## config.mk

```make
export PLATFORM = sky130hd
export DESIGN_NAME = dmem_apb_arbiter
export DESIGN_NICKNAME = d
export VERILOG_FILES = /design/src/rtl/dmem_apb_arbiter.sv
export SDC_FILE = /design/constraint.sdc
export NUM_CORES = 1
export LEC_CHECK = 0
export BUFFER_PORTS_ARGS = -buffer_cell sky130_fd_sc_hd__buf_2
export CORE_MARGIN = 1.5
export CORE_UTILIZATION = 45
export DETAILED_ROUTE_END_ITERATION = 8
export MAX_ROUTING_LAYER = met4
export PLACE_DENSITY = 0.76
export SYNTH_ARGS = -nofsm -noshare
export SYNTH_HDL_FRONTEND = slang
export SYNTH_SLANG_ARGS = --single-unit
```

## constraint.sdc

```tcl
create_clock -name clk -period 2.1 [get_ports clk]
set_input_delay 0.105 -clock clk [delete_from_list [all_inputs] [get_ports clk]]
set_output_delay 0.105 -clock clk [all_outputs]
set_load 0.02 [all_outputs]
```

## src/rtl/dmem_apb_arbiter.sv

```systemverilog
// dmem_apb_arbiter
// Shares one APB data-memory slave between the pipeline load/store port (P)
// and the program/debug loader port (L). Round-robin arbitration, APB
// IDLE/SETUP/ACCESS sequencing, a pipeline stall output and a wait-state
// timeout that aborts a transfer the slave never acknowledges.
//
// Requester handshake (both ports): req is a level held together with
// write/addr/wdata until the port's ready pulses for exactly one cycle.
// Request fields are captured at grant, so later changes are ignored until
// the next grant. While ready is high the same port is not eligible, so a
// request still held in its ready cycle is taken as a new request only on
// the following cycle. err is meaningful only alongside a ready pulse.
module dmem_apb_arbiter #(
    parameter int ADDR_W   = 6,
    parameter int DATA_W   = 16,
    parameter int MAX_WAIT = 15
) (
    input  logic              clk,
    input  logic              rst,

    // pipeline port
    input  logic              p_req,
    input  logic              p_write,
    input  logic [ADDR_W-1:0] p_addr,
    input  logic [DATA_W-1:0] p_wdata,
    output logic [DATA_W-1:0] p_rdata,
    output logic              p_ready,
    output logic              stall,

    // loader port
    input  logic              l_req,
    input  logic              l_write,
    input  logic [ADDR_W-1:0] l_addr,
    input  logic [DATA_W-1:0] l_wdata,
    output logic [DATA_W-1:0] l_rdata,
    output logic              l_ready,

    // transfer status, valid with either ready pulse
    output logic              err,

    // APB master
    output logic              psel,
    output logic              penable,
    output logic              pwrite,
    output logic [ADDR_W-1:0] paddr,
    output logic [DATA_W-1:0] pwdata,
    input  logic [DATA_W-1:0] prdata,
    input  logic              pready,
    input  logic              pslverr,

    // FSM state for observation: 0=IDLE 1=SETUP 2=ACCESS
    output logic [1:0]        fsm_state
);

    typedef enum logic [1:0] {
        ST_IDLE   = 2'd0,
        ST_SETUP  = 2'd1,
        ST_ACCESS = 2'd2
    } state_t;

    // MAX_WAIT is limited to 255, so an 8-bit wait counter always suffices.
    localparam int               CNT_W      = 8;
    localparam logic [CNT_W-1:0] WAIT_LIMIT = CNT_W'(MAX_WAIT);

    state_t             state_q;
    state_t             state_d;

    // 1 = the loader owned the most recent grant
    logic               last_l;
    // 1 = the transfer in flight belongs to the loader
    logic               owner_l;
    logic [CNT_W-1:0]   wait_cnt;

    logic               p_eligible;
    logic               l_eligible;
    logic               grant_en;
    logic               grant_l;

    logic               in_access;
    logic               wait_expired;
    logic               xfer_done;
    logic               xfer_fail;
    logic               rdata_update;
    logic [DATA_W-1:0]  rdata_next;

    // ------------------------------------------------------------------
    // Arbitration
    // ------------------------------------------------------------------

    // Pick a winner among eligible requesters; a tie goes to the port that
    // did not win last time.
    always_comb begin
        p_eligible = p_req & ~p_ready;
        l_eligible = l_req & ~l_ready;
        grant_en   = (state_q == ST_IDLE) & (p_eligible | l_eligible);
        if (p_eligible & l_eligible) begin
            grant_l = ~last_l;
        end else begin
            grant_l = l_eligible;
        end
    end

    // ------------------------------------------------------------------
    // Transfer termination
    // ------------------------------------------------------------------

    // Decide whether this ACCESS cycle ends the transfer and how it ends.
    always_comb begin
        in_access    = (state_q == ST_ACCESS);
        wait_expired = in_access & ~pready & (wait_cnt == WAIT_LIMIT);
        xfer_done    = in_access & (pready | wait_expired);
        xfer_fail    = wait_expired | (in_access & pready & pslverr);
        // Loads update rdata on success (slave data) or on timeout (zero);
        // a slave error leaves the previous value in place.
        rdata_update = xfer_done & ~pwrite & (wait_expired | ~pslverr);
        rdata_next   = wait_expired ? '0 : prdata;
    end

    // ------------------------------------------------------------------
    // FSM: state register / next state / outputs
    // ------------------------------------------------------------------

    // State register; reset abandons any transfer without a completion pulse.
    always_ff @(posedge clk) begin
        if (rst) begin
            state_q <= ST_IDLE;
        end else begin
            state_q <= state_d;
        end
    end

    // Next state: one SETUP cycle, then ACCESS until ready or timeout.
    always_comb begin
        state_d = state_q;
        case (state_q)
            ST_IDLE: begin
                if (grant_en) begin
                    state_d = ST_SETUP;
                end
            end
            ST_SETUP: begin
                state_d = ST_ACCESS;
            end
            ST_ACCESS: begin
                if (xfer_done) begin
                    state_d = ST_IDLE;
                end
            end
            default: begin
                state_d = ST_IDLE;
            end
        endcase
    end

    // APB control decoded from the registered state, so it is glitch-free.
    always_comb begin
        psel      = 1'b0;
        penable   = 1'b0;
        case (state_q)
            ST_SETUP: begin
                psel = 1'b1;
            end
            ST_ACCESS: begin
                psel    = 1'b1;
                penable = 1'b1;
            end
            default: begin
                psel    = 1'b0;
                penable = 1'b0;
            end
        endcase
        fsm_state = state_q;
    end

    // ------------------------------------------------------------------
    // Datapath registers
    // ------------------------------------------------------------------

    // Capture the winner's request at grant; held stable for the transfer.
    always_ff @(posedge clk) begin
        if (rst) begin
            pwrite  <= 1'b0;
            paddr   <= '0;
            pwdata  <= '0;
            owner_l <= 1'b0;
            last_l  <= 1'b1;
        end else if (grant_en) begin
            owner_l <= grant_l;
            last_l  <= grant_l;
            if (grant_l) begin
                pwrite <= l_write;
                paddr  <= l_addr;
                pwdata <= l_wdata;
            end else begin
                pwrite <= p_write;
                paddr  <= p_addr;
                pwdata <= p_wdata;
            end
        end
    end

    // Count ACCESS cycles without pready; cleared whenever ACCESS is left.
    always_ff @(posedge clk) begin
        if (rst) begin
            wait_cnt <= '0;
        end else if (in_access & ~xfer_done) begin
            wait_cnt <= wait_cnt + CNT_W'(1);
        end else begin
            wait_cnt <= '0;
        end
    end

    // One-cycle completion pulse, status and load data for the owning port.
    always_ff @(posedge clk) begin
        if (rst) begin
            p_ready <= 1'b0;
            l_ready <= 1'b0;
            err     <= 1'b0;
            p_rdata <= '0;
            l_rdata <= '0;
        end else begin
            p_ready <= xfer_done & ~owner_l;
            l_ready <= xfer_done & owner_l;
            err     <= xfer_done & xfer_fail;
            if (rdata_update & ~owner_l) begin
                p_rdata <= rdata_next;
            end
            if (rdata_update & owner_l) begin
                l_rdata <= rdata_next;
            end
        end
    end

    // The pipeline is held for as long as its request is outstanding.
    always_comb begin
        stall = p_req & ~p_ready;
    end

endmodule

```

==> flow_metrics.tcl, run 1 <==
set metrics [dict create \
    route.met2.wl_mm 3.51 \
    swShare_pct 28.9 \
    vdd_ir_drop_max_v 0.000504 \
    synthToLayoutAreaGrowth_pct 30.1 \
    fin_crit_sh_pct 94.1 \
    clock_path_buffers 2 \
    synthSimpleGateAreaFrac_pct 26.2 \
    crit_fanout 16 \
    cts_sinks 70 \
    topRoutingLayerUsed "met4" \
    cts.clk_slew.worst_paths_ns 0.08 \
    final_util_pct 61.8 \
    pwr-share-clk_pct 36.9 \
    clock.fmax_mhz 506 \
    start_util_pct 47.5 \
    rsz0062_at_grt "no" \
    layout_commonest_cell "buf_2" \
    n_antenna_cell 0 \
    seq_power_share_pct 45.5 \
    num-nets-final 553 \
    cts_tree "done" \
    tns_ns 0 \
    io_pins 131 \
    setup_violations 0 \
    grt_max_degree 47 \
    met3_length_um 532 \
    fin_ws_ns 0.123 \
    min_path_cells 3 \
    worstSetupEndpointType "register" \
    core_area_um2 6490 \
    synth.distinct_cells 34 \
    hold_path_class "in2reg" \
    min_from "l_wdata[14]" \
    status "finished clean" \
    h-tree-depth 3 \
    layout_common_cells "130 x buf_2, 69 x dfxtp_1, 55 x nand2_1" \
    synth_edf_count 0 \
    yosys_warnings 0 \
    synthAdderAreaFrac_pct 1.62 \
    cts-resized-gates 0 \
    gp_congestion 0.804 \
    seq_area_frac_synth_pct 45.4 \
    ys_ff_latch 70 \
    clk_latency_ns 0.34 \
    slew_headroom_pct 57.2 \
    synth_compound_area_share_pct 18.9 \
    r2r-end "l_rdata[9]" \
    synth_mux_area_share_pct 0 \
    start_kind "register" \
    instances_no_fill 563 \
    syn_area_um2 3080 \
    wl_per_cell_um 13.6 \
    die_w_um 85.8 \
    dp_hpwl_mm 5.45 \
    num_vias 2961 \
    grt_usage_pct 22.1 \
    synth_xor_area_share_pct 1.70 \
    slew_viol_final 0 \
    synth_top_family_by_area "simple AND/OR/NAND/NOR gates" \
    period_needed_ns 1.98 \
    wl_mm 7.66 \
    tightestPinTransition_ns 0.642 \
    p_per_area_nw_per_um2 804 \
    antenna_found_initial 0 \
    hold_viol_final 0 \
    wl_met1_mm 3.52 \
    hold_buffers 0 \
    cp-startpoint "wait_cnt[5]" \
    leakage_nw 1.72 \
    grt_pass1_wl_mm 12.7 \
    numCtsBuffers 9 \
    worstPathRequired_ns 2.29 \
    cts_root_buf "clkbuf_8" \
    io_buffers 130 \
    dp.cells 547 \
    crit_type "reg2reg" \
    r2r_cells 5 \
    grt_pass1_vias 2814 \
    hold_end "pwdata[14]" \
    detail_route.drc_violations 0 \
    rows 29 \
    antenna_left 0 \
    mappedNetlistNets 427 \
    viasPerCell 5.26 \
    reg2reg_slack_ns 0.12 \
    p_comb_share_pct 17.6 \
    hold_ws_ns 0.0202 \
    drv_cap 0 \
    dp_slack_ns 0.144 \
    synthCells 355 \
    async_flop_share_pct 0 \
    gr-total-overflow 0 \
    synthFlopType "dfxtp_1" \
    die_area_um2 7360 \
    post-cts-setup-buffer-count 0 \
    drtIter0Drc 123 \
    p_switching_uw 931 \
    fin_worst_skew_ns 0.0105 \
    drive_above_1_share_pct 42.6 \
    reg2reg_from "wait_cnt[5]" \
    p_int_mw 2.29 \
    worstPathArrival_ns 2.17 \
    die_h_um 85.8 \
    dr.pass1.iters 4 \
    syn_avg_cell_area_um2 8.69 \
]
-- stage by stage --
step	area (µm²)	total power [mW]
2_1_floorplan	3110	1.85
3_3_place_gp	3790	2.06
3_5_place_dp	3790	2.06
4_1_cts	4010	3.26
5_1_grt	4010	3.39
6_report	4010	3.23
-- registers in the layout, indices dropped and copies added, names as in the netlist --
name / flops
l_rdata: 16
p_rdata: 16
pwdata: 16
wait_cnt: 8
paddr: 6
fsm_state: 2
err: 1
l_ready: 1
last_l: 1
owner_l: 1
p_ready: 1
pwrite: 1
-- area by class of cell --
cell class | count | area [µm²]
fill | 605 | 2480
multi-input combinational | 251 | 1520
sequential | 70 | 1400
timing repair buffer | 144 | 756
clock buffer | 9 | 124
clock inverter | 7 | 97.6
tap | 77 | 96.3
inverter | 5 | 18.8
-- power groups by stage --
stage | combinational (mW) | sequential (mW) | clock [mW]
after floorplan | 0.259 | 1.59 | 0
after global routing | 0.629 | 1.48 | 1.28
final | 0.567 | 1.47 | 1.19
after global placement | 0.561 | 1.49 | 0
after detailed placement | 0.569 | 1.49 | 0
after CTS | 0.569 | 1.47 | 1.22
-- cell usage after synthesis (all sizes together) (2+ instances only) --
| library cell | number | area, µm² |
|---|---|---|
| nor2 | 12 | 45.0 |
| ha | 4 | 50.1 |
| nand3 | 67 | 435 |
| o21ai | 25 | 125 |
| clkbuf | 23 | 86.3 |
| xnor2 | 4 | 35.0 |
| a31oi | 23 | 144 |
| buf | 6 | 85.1 |
| xor2 | 2 | 17.5 |
| nand2b | 2 | 12.5 |
| inv | 5 | 18.8 |
| dfxtp | 70 | 1400 |
| or4b | 2 | 20.0 |
| nor3b | 2 | 20.0 |
| nor2b | 4 | 25.0 |
| a21oi | 35 | 250 |
| and3 | 2 | 12.5 |
| nand2 | 55 | 206 |
-- worst max-delay path, cell delays in order, from the launching register on --
cell and delay [ns]:
dfxtp_1 0.35, or4_4 0.58, or4b_1 0.51, buf_4 0.22, nand3_1 0.10, a21oi_1 0.07
-- cells by family (layout without fill, tap and decap cells) --
family / count (synthesis) / count (layout)
simple gates: 150 / 150
flops: 70 / 70
xor+xnor: 6 / 6
buf+inv: 34 / 165
compound gates: 91 / 91
fa+ha+maj: 4 / 4
-- routing by layer --
metal | vias to the layer above | track usage, %
met1 | 1344 | 26.9
li1 | 1491 | -
met5 | - | -
met2 | 117 | 36.7
met3 | 9 | 4.04
met4 | 0 | 8.06
-- how the worst max path moves through the flow --
stage,cells past startpoint,to
after CTS,5,l_rdata[9]
after floorplan,8,p_rdata[11]
after global placement,5,l_rdata[10]
after global routing,5,l_rdata[6]
final,5,l_rdata[9]
after detailed placement,5,l_rdata[9]
No activity file was read; power rests on OpenSTA's default activity.
==> run 2, diff against run 1 <==
--- a/config.mk
+++ b/config.mk
@@ -6,6 +6,7 @@
 export NUM_CORES = 1
 export LEC_CHECK = 0
 export BUFFER_PORTS_ARGS = -buffer_cell sky130_fd_sc_hd__buf_2
+export CORE_ASPECT_RATIO = 0.9
 export CORE_MARGIN = 1.5
 export CORE_UTILIZATION = 45
 export DETAILED_ROUTE_END_ITERATION = 8
==> run 2 against run 1 <==
  * Total power is 2.7% lower
  * Sequential power hardly changed
  * Highest routed layer unchanged
  * Largest cell class unchanged
  * First-iteration DRC count grew 23%
  * Utilization is 0.88 points lower
  * Count of clock-buffer cells in the layout grew 3
  * Routed wire length grew 1.5%
  * Non-clock buffer count down 1
  * Flip-flop and latch count stayed put
  * Sequential share of layout area is essentially flat
  * Largest power group unchanged
  * Maximum frequency increased by 1.1%
  * Critical path depth did not move
  * Cell count rose by 2.0%
==> flow_metrics.tcl, run 2 (same netlist as run 1, synthesis figures left out) <==
set metrics [dict create \
    grt_use_met2_pct 35.1 \
    die_h_um 81.5 \
    slew_viol_final 0 \
    fillers 618 \
    hold_ws_ns 0.0237 \
    die_w_um 90.3 \
    p_switching_uw 910 \
    crit_family "simple AND/OR/NAND/NOR gates" \
    period_needed_ns 1.95 \
    start_kind "register" \
    drive_above_1_share_pct 42.1 \
    grt_max_degree 47 \
    status "finished clean" \
    p_per_area_nw_per_um2 783 \
    dp_hpwl_mm 5.52 \
    tns_ns 0 \
    antenna_found_initial 0 \
    io_buffers 130 \
    die_area_um2 7360 \
    start_util_pct 46.8 \
    layout_commonest_cell "buf_2" \
    cts_tree "done" \
    hold_path_class "in2reg" \
    worstPathRequired_ns 2.30 \
    cts-resized-gates 0 \
    fin_ws_ns 0.145 \
    path_cells "or4_4 -> or4b_1 -> buf_4 -> nand3_1 -> a21oi_1" \
    hold_buffers 0 \
    hold_viol_final 0 \
    core_area_um2 6590 \
    multiInputGateArea_um2 1520 \
    cts_sinks 70 \
    p_int_mw 2.23 \
    num_vias 3010 \
    gp_congestion 0.802 \
    num-nets-final 552 \
    layout_common_cells "130 x buf_2, 69 x dfxtp_1, 55 x nand2_1" \
    grt_pass1_vias 2628 \
    wl_mm 7.78 \
    drv_cap 0 \
    rows 28 \
    io_pins 131 \
    wl_per_cell_um 13.6 \
    gr-total-overflow 0 \
    tightestPinTransition_ns 0.728 \
    cts.clk_slew.worst_paths_ns 0.08 \
    numCtsBuffers 9 \
    p_comb_share_pct 18.2 \
    grt_usage_pct 21.6 \
    critPathMaxStageDelay_ns 0.57 \
    pwr-share-clk_pct 35.0 \
    dr.pass1.iters 4 \
    n_antenna_cell 0 \
    grt_pass1_wl_mm 12.3 \
    worstPathArrival_ns 2.15 \
    slew_headroom_pct 51.5 \
    seqCellArea_um2 1400 \
    worstPathBufferInverterCount 1 \
    drtIter0Drc 151 \
    clock_path_buffers 2 \
    rsz0062_at_grt "no" \
    detail_route.drc_violations 0 \
    synthToLayoutAreaGrowth_pct 30.1 \
    dp_slack_ns 0.158 \
    fin_crit_sh_pct 93.1 \
    worstSetupEndpointType "register" \
    busiest_layer "met2" \
    crit_fanout 16 \
    swShare_pct 29.0 \
    antenna_left 0 \
    viasPerCell 5.24 \
    h-tree-depth 3 \
    vdd_ir_drop_max_v 0.000430 \
    crit_type "reg2reg" \
    globalRouteMet1Util_pct 26.4 \
    post-cts-setup-buffer-count 0 \
    met3_usage_pct 4.44 \
    setup_violations 0 \
    fin_worst_skew_ns 0.0135 \
    clock.fmax_mhz 512 \
    leakage_nw 1.72 \
    cts_root_buf "clkbuf_8" \
    reg_top3 "l_rdata (16), p_rdata (16), pwdata (16)" \
    seq_power_share_pct 46.8 \
    clk_latency_ns 0.34 \
    cpMaxStageDelayCell "or4_4" \
    reg2reg_slack_ns 0.15 \
]
[run 2: cell types whose count changed in the layout (fill, tap and decap cells not counted), sizes merged]
cell,delta
clkbuf,+3
clkinvlp,-2
buf,-1
bufinv,-1
inv,-1
[run 2: path summary, 6_finish.rpt]
kind / startpoint / to / cells after the start
setup / recovery: wait_cnt[5] / l_rdata[11] / 5
hold / removal: l_addr[0] / paddr[0] / 3
setup reg to reg: wait_cnt[5] / l_rdata[11] / 5
hold reg to reg: wait_cnt[0] / wait_cnt[0] / 1
[run 2: worst register-to-register path: stages (launching register included)]
cell,delay (ns)
dfxtp_1,0.35
or4_4,0.57
or4b_1,0.51
buf_4,0.22
nand3_1,0.11
a21oi_1,0.06
[run 2: stage by stage]
| step | instance area (µm²) | utilization, % | cells | total power [mW] |
|---|---|---|---|---|
| CTS | 4010 | 60.9 | 574 | 3.16 |
| global placement | 3810 | 57.9 | 559 | 2.06 |
| global route | 4010 | 60.9 | 574 | 3.30 |
| finish | 4010 | 60.9 | 574 | 3.14 |
| floorplan | 3110 | - | 355 | 1.85 |
| detailed placement | 3810 | 57.9 | 559 | 2.07 |
[run 2: metal layers]
metal	vias to the layer above	wire [µm]	part of all wire, %
li1	1498	-	-
met1	1374	3500	45
met2	123	3610	46
met3	15	526	6.8
met4	0	146	1.9
met5	-	0	0
[run 2: cell type report]
type / count / share of cell area, %
Clock buffer: 12 / 3.87
Clock inverter: 3 / 1.09
Inverter: 5 / 0.468
Multi-Input combinational cell: 251 / 37.8
Sequential cell: 70 / 35.0
Tap cell: 90 / 2.81
Timing Repair Buffer: 143 / 19.0
[run 2: power by group through the flow]
stage | Clock [mW] | Combinational, mW | Sequential (mW)
3_5_place_dp | 0 | 0.573 | 1.50
2_1_floorplan | 0 | 0.259 | 1.59
5_1_grt | 1.19 | 0.631 | 1.48
4_1_cts | 1.12 | 0.573 | 1.47
6_report | 1.10 | 0.572 | 1.47
3_3_place_gp | 0 | 0.564 | 1.49
